`config.mk`:
```
export PLATFORM = sky130hd
export DESIGN_NAME = bubbledrive8_tempsense_multi
export DESIGN_NICKNAME = d
export VERILOG_FILES = /design/src/rtl/bubbledrive8_tempsense_multi_pkg.sv /design/src/rtl/bubbledrive8_tempsense_multi_tc77_rx.sv /design/src/rtl/bubbledrive8_tempsense_multi.sv
export SDC_FILE = /design/constraint.sdc
export NUM_CORES = 1
export LEC_CHECK = 0
export ABC_CLOCK_PERIOD_IN_PS = 5900
export CAP_MARGIN = 15
export CELL_PAD_IN_SITES_DETAIL_PLACEMENT = 0
export CELL_PAD_IN_SITES_GLOBAL_PLACEMENT = 2
export CORE_UTILIZATION = 37
export DETAILED_ROUTE_END_ITERATION = 10
export HOLD_SLACK_MARGIN = 0.08
export PLACE_DENSITY = 0.88
export RECOVER_POWER = 50
export REMOVE_ABC_BUFFERS = 1
export SLEW_MARGIN = 10
export SYNTH_ARGS = -nofsm -noshare
export SYNTH_HDL_FRONTEND = slang
export SYNTH_SLANG_ARGS = --single-unit
```
`constraint.sdc`:
```
create_clock -name MCLK -period 5.9 [get_ports MCLK]
set_clock_uncertainty 0.05 [all_clocks]
set_input_delay 1.18 -clock MCLK [delete_from_list [all_inputs] [get_ports MCLK]]
set_output_delay 1.18 -clock MCLK [all_outputs]
set_load 0.02 [all_outputs]
```
`src/rtl/bubbledrive8_tempsense_multi_pkg.sv`:
```
// Shared types and constants for the multi-channel TC77 temperature monitor.
package tempsense_pkg;

  typedef enum logic [2:0] {
    ST_GAP,
    ST_CS_SETUP,
    ST_SCK_HI,
    ST_SCK_LO,
    ST_CS_HOLD,
    ST_EVAL
  } rxState_t;

  localparam int unsigned WORD_W        = 16;
  localparam int unsigned TEMP_W        = 13;
  localparam int unsigned TEMP_MSB      = 15;
  localparam int unsigned TEMP_LSB      = 3;
  localparam int unsigned DONE_BIT      = 2;
  localparam int unsigned BITS_PER_WORD = 16;
  localparam logic [WORD_W-1:0] BAD_WORD = 16'hFFFF;

  // Whole degrees C to the sensor's 1/16 degree code.
  function automatic logic signed [TEMP_W-1:0] celsiusToCode(input int unsigned degC);
    return $signed(TEMP_W'(degC << 4));
  endfunction

endpackage

```
`src/rtl/bubbledrive8_tempsense_multi_tc77_rx.sv`:
```
// TC77 bus master: poll gap, chip-select/SCK sequencing, 16-bit MSB-first shift, done pulse.
module tc77_rx
  import tempsense_pkg::*;
#(
  parameter int unsigned CHANNELS = 2,
  parameter int unsigned CLKDIV   = 24,
  parameter int unsigned POLL_GAP = 480000
) (
  input  logic                clk,
  input  logic                rstN,
  input  logic [CHANNELS-1:0] chOneHot,
  input  logic                sio,
  output logic [CHANNELS-1:0] nCs,
  output logic                sck,
  output logic                done_c,
  output logic [WORD_W-1:0]   word
);

  localparam int unsigned CNT_MAX = (POLL_GAP > CLKDIV) ? POLL_GAP : CLKDIV;
  localparam int unsigned CNT_W   = $clog2(CNT_MAX + 1);
  localparam int unsigned BIT_W   = $clog2(BITS_PER_WORD + 1);

  rxState_t          state, stateNext;
  logic [CNT_W-1:0]  cnt, cntNext;
  logic [BIT_W-1:0]  bitCnt, bitCntNext;
  logic [WORD_W-1:0] shiftReg, shiftNext;
  logic              rise;
  logic              cntZero;
  logic              csNext;

  always_ff @(posedge clk or negedge rstN) begin
    if (!rstN) begin
      state    <= ST_GAP;
      cnt      <= '0;
      bitCnt   <= '0;
      shiftReg <= '0;
      sck      <= 1'b0;
      nCs      <= '1;
    end else begin
      state    <= stateNext;
      cnt      <= cntNext;
      bitCnt   <= bitCntNext;
      shiftReg <= shiftNext;
      sck      <= (stateNext == ST_SCK_HI);
      nCs      <= csNext ? ~chOneHot : '1;
    end
  end

  // Every phase lasts until its down-counter reaches zero; SIO is captured on each SCK rise.
  always_comb begin
    stateNext  = state;
    cntNext    = cnt - CNT_W'(1);
    bitCntNext = bitCnt;
    shiftNext  = shiftReg;
    rise       = 1'b0;
    cntZero    = (cnt == '0);
    unique case (state)
      ST_GAP: if (cntZero) begin
        stateNext  = ST_CS_SETUP;
        cntNext    = CNT_W'(CLKDIV - 1);
        bitCntNext = '0;
        shiftNext  = '0;
      end
      ST_CS_SETUP: if (cntZero) begin
        stateNext = ST_SCK_HI;
        cntNext   = CNT_W'(CLKDIV - 1);
        rise      = 1'b1;
      end
      ST_SCK_HI: if (cntZero) begin
        stateNext = ST_SCK_LO;
        cntNext   = CNT_W'(CLKDIV - 1);
      end
      ST_SCK_LO: if (cntZero) begin
        cntNext = CNT_W'(CLKDIV - 1);
        if (bitCnt == BIT_W'(BITS_PER_WORD)) begin
          stateNext = ST_CS_HOLD;
        end else begin
          stateNext = ST_SCK_HI;
          rise      = 1'b1;
        end
      end
      ST_CS_HOLD: if (cntZero) begin
        stateNext = ST_EVAL;
        cntNext   = '0;
      end
      ST_EVAL: begin
        stateNext = ST_GAP;
        cntNext   = CNT_W'(POLL_GAP - 1);
      end
      default: begin
        stateNext = ST_GAP;
        cntNext   = '0;
      end
    endcase
    if (rise) begin
      bitCntNext = bitCnt + BIT_W'(1);
      shiftNext  = {shiftReg[WORD_W-2:0], sio};
    end
    csNext = stateNext inside {ST_CS_SETUP, ST_SCK_HI, ST_SCK_LO, ST_CS_HOLD};
    done_c = (state == ST_EVAL);
  end

  assign word = shiftReg;

endmodule

```
`src/rtl/bubbledrive8_tempsense_multi.sv`:
```
// Round-robin TC77 monitor: per-channel readings/faults, cold-start hold and fan control.
module bubbledrive8_tempsense_multi
  import tempsense_pkg::*;
#(
  parameter int unsigned CHANNELS    = 2,
  parameter int unsigned CLKDIV      = 24,
  parameter int unsigned POLL_GAP    = 480000,
  parameter int unsigned FAN_ON_C    = 40,
  parameter int unsigned FAN_HYST_C  = 5,
  parameter int unsigned FAULT_LIMIT = 3
) (
  input  logic                MCLK,
  input  logic                nSYSOK,
  input  logic [2:0]          TEMPSW,
  input  logic                FORCESTART,
  output logic                nTEMPLO,
  output logic                nFANEN,
  output logic                nLED_DELAYING,
  output logic [CHANNELS-1:0] nTEMPCS,
  output logic                TEMPCLK,
  input  logic                TEMPSIO,
  output logic [TEMP_W-1:0]   TEMP_MAX,
  output logic [CHANNELS-1:0] FAULT
);

  localparam int unsigned CH_W = (CHANNELS > 1) ? $clog2(CHANNELS) : 1;
  localparam int unsigned FC_W = $clog2(FAULT_LIMIT + 1);
  localparam logic signed [TEMP_W-1:0] FAN_ON_CODE  = celsiusToCode(FAN_ON_C);
  localparam logic signed [TEMP_W-1:0] FAN_OFF_CODE = celsiusToCode(FAN_ON_C - FAN_HYST_C);

  logic [2:0]                tempSwMeta, tempSwSync;
  logic                      forceMeta, forceSync;
  logic [CH_W-1:0]           channel;
  logic [CHANNELS-1:0]       chOneHot;
  logic                      rxDone;
  logic [WORD_W-1:0]         rxWord;

  logic signed [TEMP_W-1:0]  tempReg [CHANNELS];
  logic signed [TEMP_W-1:0]  tempNext [CHANNELS];
  logic [FC_W-1:0]           failCnt [CHANNELS];
  logic [FC_W-1:0]           failNext [CHANNELS];
  logic [CHANNELS-1:0]       fault, faultNext, valid, validNext;

  logic signed [TEMP_W-1:0]  tMax, tMin, tLoCode, tempMaxReg;
  logic                      badRead, anyHealthy, allCovered, allFaulted, coldOk;
  logic                      coldOkReg, nTempLoReg, nFanEnReg;

  tc77_rx #(
    .CHANNELS (CHANNELS),
    .CLKDIV   (CLKDIV),
    .POLL_GAP (POLL_GAP)
  ) rx (
    .clk      (MCLK),
    .rstN     (nSYSOK),
    .chOneHot (chOneHot),
    .sio      (TEMPSIO),
    .nCs      (nTEMPCS),
    .sck      (TEMPCLK),
    .done_c   (rxDone),
    .word     (rxWord)
  );

  always_comb begin
    chOneHot          = '0;
    chOneHot[channel] = 1'b1;
  end

  // Apply the finished read to the channel tables, then reduce over the healthy set.
  always_comb begin
    tempNext  = tempReg;
    failNext  = failCnt;
    faultNext = fault;
    validNext = valid;
    badRead   = !rxWord[DONE_BIT] || (rxWord == BAD_WORD);
    if (rxDone) begin
      if (badRead) begin
        if (failCnt[channel] < FC_W'(FAULT_LIMIT)) failNext[channel] = failCnt[channel] + FC_W'(1);
        if (failNext[channel] == FC_W'(FAULT_LIMIT)) faultNext[channel] = 1'b1;
      end else begin
        tempNext[channel]  = $signed(rxWord[TEMP_MSB:TEMP_LSB]);
        failNext[channel]  = '0;
        faultNext[channel] = 1'b0;
        validNext[channel] = 1'b1;
      end
    end
    anyHealthy = 1'b0;
    allCovered = 1'b1;
    tMax       = '0;
    tMin       = '0;
    for (int i = 0; i < CHANNELS; i++) begin
      if (!faultNext[i] && !validNext[i]) allCovered = 1'b0;
      if (validNext[i] && !faultNext[i]) begin
        if (!anyHealthy || tempNext[i] > tMax) tMax = tempNext[i];
        if (!anyHealthy || tempNext[i] < tMin) tMin = tempNext[i];
        anyHealthy = 1'b1;
      end
    end
    allFaulted = &faultNext;
    tLoCode    = celsiusToCode(32'd10 + 32'd5 * 32'(tempSwSync));
    coldOk     = allFaulted || (allCovered && (tMin >= tLoCode));
  end

  always_ff @(posedge MCLK or negedge nSYSOK) begin
    if (!nSYSOK) begin
      tempSwMeta <= '0;
      tempSwSync <= '0;
      forceMeta  <= 1'b0;
      forceSync  <= 1'b0;
      channel    <= '0;
      fault      <= '0;
      valid      <= '0;
      for (int i = 0; i < CHANNELS; i++) begin
        tempReg[i] <= '0;
        failCnt[i] <= '0;
      end
      tempMaxReg <= '0;
      coldOkReg  <= 1'b0;
      nTempLoReg <= 1'b0;
      nFanEnReg  <= 1'b1;
    end else begin
      tempSwMeta <= TEMPSW;
      tempSwSync <= tempSwMeta;
      forceMeta  <= FORCESTART;
      forceSync  <= forceMeta;
      tempReg    <= tempNext;
      failCnt    <= failNext;
      fault      <= faultNext;
      valid      <= validNext;
      if (rxDone) begin
        coldOkReg <= coldOk;
        channel   <= (channel == CH_W'(CHANNELS - 1)) ? '0 : channel + CH_W'(1);
        if (anyHealthy) tempMaxReg <= tMax;
        // With no usable sensor the fan runs; otherwise hysteresis between the two thresholds.
        if (allFaulted) begin
          nFanEnReg <= 1'b0;
        end else if (anyHealthy) begin
          if (tMax >= FAN_ON_CODE) nFanEnReg <= 1'b0;
          else if (tMax < FAN_OFF_CODE) nFanEnReg <= 1'b1;
        end
      end
      nTempLoReg <= forceSync || (rxDone ? coldOk : coldOkReg);
    end
  end

  assign nTEMPLO       = nTempLoReg;
  assign nLED_DELAYING = nTempLoReg;
  assign nFANEN        = nFanEnReg;
  assign TEMP_MAX      = tempMaxReg;
  assign FAULT         = fault;

endmodule

```
==> metrics list, run 1 <==
- Dividing the final minimum period by the clock period gives 0.954.
- Beginning of the critical path: rx.word[11]
* Crit path to: nLED_DELAYING
* # nets final: 599
- Initial core utilization: 0.384
- For this run, the total global-route usage over all layers was measured as 0.169.
* Actual transition at the worst max-transition pin: 3190 ps
- The critical path goes through nand4_1, or4_1, a2111oi_4, a22oi_2, ha_1, a211o_1, o211ai_1, a211oi_1, or4_4, a31o_4, mux2_2, ha_1, a21o_1, a21oi_1, o21ai_0, a21oi_1, nor2b_1, nor4b_1, a32oi_1, or2_1.
- Leaving out fill and tap cells, the most frequent cell in the layout is dfrtp_1.
- Number of enable flip-flop cells after synthesis: 0
- Maximum buffer depth of the clock tree: 2
- I/O Buffers: 27
- Number of primary I/O pins: 28
- Arrival time at the worst endpoint: 5820 ps
- The checks that failed: DRC, capacitance limit, slew limit.
* Number of gates resized after cts: 0
* Count of TritonRoute iterations in the first routing pass: 7
* Fin cells: 749
- Global routing finished with a remaining overflow of 0.
* WP depth: 20
- Launching element type of the critical path: flop
- Synthesis inferred 105 register bits.
- In this run the power density over the cells is 212 nW/µm².
- Counting cells, the worst reg-to-reg path comes to 20.
- The clock drives 105 sinks.
- The setup check on the worst reg-to-reg path leaves a slack of 270 ps.
- Post-CTS timing repair inserted 0 buffers for setup.
- Worst path top cell family by delay: compound AO/OA/AOI/OAI gates
- After detailed placement, the design holds a cell count of 733.
* Post-synthesis average cell area: 10.8 µm²
- Setup repair after global routing left no endpoint under its margin.
- In the routed design, unresolved DRC markers number 2.
* Cells after synthesis: 524
- Class of the most critical setup path: reg2reg
- Setup violations remaining at the end of the flow were counted as 0.
* Vias in the first global route: 4185
- The tightest min-delay check is of the reg2reg type.
- Hold violation total from the final report: 0
- The number of antenna violations at the first check in global routing was 0.
* Clock tree from TritonCTS: yes
* Standard cell core area: 14700 µm²
* Number of buffers added by the clock tree synthesis step: 9
- Clk Latency, worst-skew pair: 360 ps
- Worst Path Max Fanout: 8
- Post-route minimum period: 5630 ps
* Fraction of synthesis flops using an asynchronous set or reset pin: 1.00
- Area of the mapped netlist: 5650 µm²
- In the layout the commonest cells are dfrtp_1, nor2_1, nand2_1, ha_1, inv_1.
* Critical path required time: 6100 ps
- Total cell area at the placement stage: 6190 µm²
- Summed over all layers, the routed wires come to 12300 µm.
- Cell with the largest stage delay on the worst path: or4_1
* Outcome: finished, violations left
* Element type at the critical path end: flop
- In this run, the number of DRC markers left after iteration 0 of detailed routing was 238.
* HPWL after DPL: 8900 µm
- Adding up every negative setup slack in the final design gives 0 ps.
* Slew headroom: -1.13
- First-pass GRT wire length: 21000 µm
* Final count of pins violating max slew: 61
* Weighted congestion at the end of routability-driven global placement: 0.860
* Vertical extent of the die: 126 µm
- Clock-pin slew was measured on the worst setup and hold paths at 70 ps.
- Clock H-tree levels: 3
* Area grow syn2layout: 15.1%
* Leak: 0.00311 µW
* Distinct cell type count after synthesis: 72
* Final std cell area, no fill: 6500 µm²
- In this run the critical register-to-register path is launched from rx.word[11].
* Largest net degree at the start of global routing: 61
- IR analysis of the VDD net gives a maximum drop of 0.000146 V.
- Warnings, synthesis: 0
- For this design, the CTS-stage hold fixing added 0 buffers.
- From left edge to right edge, the die measures 126 µm.
- Critical register-to-register path endpoint: nLED_DELAYING
- The critical path contains buffers and inverters numbering 0 combined.
- Among all flip-flop cells after synthesis, the most frequent one is dfrtp_1.
- Total of max-cap violations: 1
* Share of post-route cells with drive strength above 1: 0.147
* Die Outline Area: 15800 µm²
- Portion of the post-synthesis area used by sequential elements: 0.466
* Achievable Freq: 178 MHz
* Max incr delay on CP: 600 ps
- Vias: 4052
* FP Rows: 44
- Root Driver: clkbuf_16
* Number of antenna repair diodes: 0
* Mean routed wirelength per cell: 16.4 µm
- In the routed layout, each cell is associated on average with a via count of 5.41.
* Remaining antenna violation count after routing: 0
cell type report:
| cell class | count | area (µm²) |
|---|---|---|
| multi-input combinational | 370 | 2820 |
| sequential | 105 | 2630 |
| clock buffer | 12 | 256 |
| fill | 1374 | 8200 |
| inverter | 29 | 109 |
| clock inverter | 4 | 51.3 |
| timing repair buffer | 45 | 402 |
| tap | 184 | 230 |
state kept, by name (all words and copies together) (netlist names), 2 cells and up:
register	flops
failCnt	4
tempReg	26
rx.cnt	19
rx.state	3
rx.word	16
valid	2
FAULT	2
rx.bitCnt	5
TEMP_MAX	13
tempSwSync	3
rx.nCs	2
tempSwMeta	3
logic make-up after synthesis:
logic type / after synthesis / share of synthesized area
adder cells (fa/ha/maj): 32 / 0.0722
multiplexers: 50 / 0.0950
AND/OR/NAND/NOR: 144 / 0.134
flip-flops: 105 / 0.466
XOR/XNOR: 22 / 0.0341
AO/OA/AOI/OAI: 122 / 0.160
buffers and inverters: 49 / 0.0392
per-layer routing:
metal / wire, µm / up-vias / track usage
li1: - / 1970 / -
met1: 5740 / 2003 / 0.213
met2: 5950 / 62 / 0.284
met3: 366 / 17 / 0.0419
met4: 226 / 0 / 0.0552
met5: 0 / - / 0
per-stage QoR:
| step | power [µW] | hold slack [ps] | setup WS [ps] | util |
|---|---|---|---|---|
| after floorplan | 753 | 281 | 235 | - |
| after global placement | 777 | 282 | 294 | 0.421 |
| after detailed placement | 780 | 292 | 221 | 0.421 |
| after CTS | 1400 | 307 | 194 | 0.442 |
| after global routing | 1430 | 314 | 17.6 | 0.442 |
| final | 1380 | 305 | 274 | 0.442 |
worst min path at each step:
stage | cells past startpoint | to | startpoint
final | 0 | tempSwSync[2] | tempSwMeta[2]
after global routing | 0 | tempSwSync[2] | tempSwMeta[2]
after CTS | 0 | tempSwSync[2] | tempSwMeta[2]
after detailed placement | 0 | tempSwSync[2] | tempSwMeta[2]
after global placement | 0 | tempSwSync[0] | tempSwMeta[0]
after floorplan | 0 | forceSync | forceMeta
cells in the mapped netlist (8+ instances only):
| cell type | count | area, µm² |
|---|---|---|
| nand2_1 | 36 | 135 |
| dfrtp_1 | 102 | 2550 |
| xor2_1 | 9 | 78.8 |
| inv_1 | 29 | 109 |
| a21oi_1 | 26 | 130 |
| mux2i_1 | 21 | 210 |
| o21ai_0 | 20 | 100 |
| nand3_1 | 10 | 50.1 |
| nand4_1 | 9 | 56.3 |
| a22o_1 | 20 | 175 |
| ha_1 | 31 | 388 |
| buf_2 | 9 | 45.0 |
| nor2_1 | 39 | 146 |
| mux2_2 | 28 | 315 |
| a21o_1 | 8 | 60.1 |
| xnor2_1 | 13 | 114 |
power by group:
group / switching, µW / total, µW / internal (µW)
combinational: 25.6 / 37.9 / 12.3
sequential: 2.23 / 725 / 723
clock: 263 / 615 / 352
total: 291 / 1380 / 1090
Power figures use the tool's default switching activity.
==> inputs of run 2 (changes only) <==
CAP_MARGIN = unset   (was 15)
==> results of run 2 <==
No change in the layout: final DEF, timing and power equal those of run 1.
==> inputs of run 3 (changes only) <==
ABC_CLOCK_PERIOD_IN_PS = 5100   (was 5900)
RECOVER_POWER = unset   (was 50)
clock period = 5.1 ns   (was 5.9 ns; I/O delays follow)
==> metrics list, run 3 (synthesis results as in run 1) <==
- Entering global routing, the biggest net connects 67 pins.
- Dividing total power by cell area gives a power density of 217 nW/µm².
- Number of clock sinks: 105
- Weighted congestion at the end of routability-driven global placement: 0.924
- Row generation in the floorplan step produced 44 rows.
- Combinational cell fraction of total power: 0.030
* Proportion of power drawn by flip-flops and latches: 0.530
* First-pass GRT wire length: 23200 µm
- Standard cell core area: 14700 µm²
- Dividing the detail-routed wire length by the instance count gives 16.3 µm.
- The number of antenna diodes in the final layout is 0.
- Count of TritonRoute iterations in the first routing pass: 7
- More flip-flops sit in one register than any other, and that register is tempReg.
- The worst-case IR drop observed on VDD is 0.000165 V.
- STA classifies the critical path endpoint as a flop.
* Remaining antenna violation count after routing: 0
- Setup total negative slack: -386 ps
- In the global route stage, overall resource usage came out at 0.187.
- Hold violation total from the final report: 0
- Total detailed-routing wirelength: 13600 µm
- Vertical extent of the die: 126 µm
- After layout, the minimum clock period comes to 5400 ps.
- Derived from the worst setup path, the maximum achievable clock frequency is 185 MHz.
- At the worst endpoint, the required time is 5290 ps.
- Of all nets on the critical path, the largest fanout is 4.
* Clk Latency, worst-skew pair: 350 ps
* Total of max-cap violations: 0
- Of the available clock period, the critical path in the final layout requires 1.06.
- The final reports fail on DRC, setup timing.
* Clock H-tree levels: 3
* Clk pwr share: 0.440
- In this run, the number of DRC markers left after iteration 0 of detailed routing was 275.
- From left edge to right edge, the die measures 126 µm.
- After detailed routing, the number of vias per cell comes to 5.25.
- In the layout the commonest cells are buf_4, dfrtp_1, nor2_1, nand2_1.
- Number of primary I/O pins: 28
* Internal Pwr Total: 1250 µW
* Total gr overflow: 0
- Sequential standard cell area: 2630 µm²
- Number of buffers added by the clock tree synthesis step: 9
- Leak: 0.00356 µW
- The clock passes through at most 2 buffers.
- Die Outline Area: 15800 µm²
- After detailed routing, the number of remaining DRC violations is 2.
* Share of post-route cells with drive strength above 1: 0.287
* Initial core utilization: 0.384
- Of the total power, the share spent switching nets is 0.212.
- Post-CTS Hold Buffers: 0
- Setup repair after global routing could not meet its margin everywhere.
- In the final layout, the multi-input gates occupy 2930 µm².
- The tree is rooted in a clkbuf_16.
- Slew headroom: 0.443
- Final count of pins violating max slew: 0
* Clk pin slew, worst setup/hold paths: 70 ps
- Area grow syn2layout: 28.9%
* Class of the most critical setup path: reg2reg
* # nets final: 688
- Final WS setup: -299 ps
* Launching element type of the critical path: flop
- Setup violations remaining at the end of the flow were counted as 2.
- Net load switching power: 336 µW
- OpenSTA, run right after detailed placement, puts the worst setup slack at -530 ps.
- Flip-flop count of the largest register, all copies and words added: 26
- Vias: 4400
- The number of antenna violations at the first check in global routing came to 0.
- The tightest min-delay check is of the reg2reg type.
* Fillers: 1358
* Clock tree from TritonCTS: yes
* Arrival time at the worst endpoint: 5590 ps
- Buffers placed on the I/O ports in this run total 27.
- Outcome: finished, violations left
* Actual transition at the worst max-transition pin: 835 ps
- The number of global-route vias before repair is 4721.
* Most common library cell in the layout ignoring fill and taps: buf_4
* HPWL after DPL: 9960 µm
==> run 3: changes by cell type in the layout (fill, tap and decap cells not counted), moves of 2 or more <==
cell	delta
mux2_1	-4
ha_1	-2
a21oi_2	+3
buf_4	+92
dlygate4sd3_1	-4
clkdlybuf4s50_1	+4
a21oi_1	-3
mux2_4	+3
ha_4	+2
==> run 3: power by group through the flow <==
stage               Sequential [µW]  Combinational (µW)  Clock [µW]
floorplan                       855                16.1           0
CTS                             839                48.2         720
global route                    839                55.9         750
detailed placement              855                46.6           0
global placement                855                44.9           0
finish                          839                47.3         696
==> run 3: worst max-delay path, stage by stage (launching register included) <==
cell	delay [ps]
dfrtp_1	420
mux2_4	330
ha_4	270
or3b_4	380
a21boi_4	180
a2111oi_4	80
a22oi_2	190
ha_1	270
nor2b_1	140
o211ai_1	320
a2111oi_4	130
or4_4	560
a31o_4	260
mux2i_1	120
ha_1	330
a21o_1	210
a21oi_2	100
o21ai_1	80
a21oi_1	160
nor2b_1	70
nor4b_2	250
a32oi_1	150
or2_1	240
==> run 3: layout make-up <==
class / count / share of cell area
Multi-Input combinational cell: 370 / 0.403
Sequential cell: 105 / 0.361
Timing Repair Buffer: 134 / 0.149
Clock buffer: 13 / 0.0344
Tap cell: 184 / 0.0316
Inverter: 29 / 0.0149
Clock inverter: 3 / 0.00550
==> run 3: stage by stage <==
step / cells / util / hold WS (ps) / cell area (µm²) / total power (µW)
floorplan: 504 / - / 281 / 5540 / 871
global placement: 816 / 0.463 / 284 / 6810 / 900
detailed placement: 816 / 0.463 / 287 / 6810 / 901
CTS: 836 / 0.492 / 302 / 7240 / 1610
global route: 838 / 0.495 / 306 / 7280 / 1640
finish: 838 / 0.495 / 299 / 7280 / 1580
==> run 3: worst paths after layout <==
kind / start / endpoint / slack, ps / depth (start not counted)
worst max-delay path: channel / nLED_DELAYING / -300 / 22
worst min-delay path: tempSwMeta[1] / tempSwSync[1] / 300 / 0
worst max register to register: channel / nLED_DELAYING / -300 / 22
worst min register to register: tempSwMeta[1] / tempSwSync[1] / 300 / 0
max in group asynchronous: nSYSOK / tempReg[2] / 3270 / 2
min in group asynchronous: nSYSOK / rx.sck / 720 / 1
==> run 3: repair_timing <==
item	in CTS	in global routing
endpoints found under the setup margin	2	2
pin swaps	22	10
gates cloned	0	0
buffers inserted	7	2
gates resized for setup	20	5
==> run 3: metal layers <==
| metal | part of all wire | vias up | wire length [µm] | GRT usage |
|---|---|---|---|---|
| met5 | 0 | - | 0 | 0 |
| li1 | - | 2141 | - | - |
| met2 | 0.50 | 75 | 6760 | 0.319 |
| met3 | 0.040 | 28 | 541 | 0.0509 |
| met1 | 0.44 | 2156 | 5980 | 0.224 |
| met4 | 0.027 | 0 | 367 | 0.0703 |
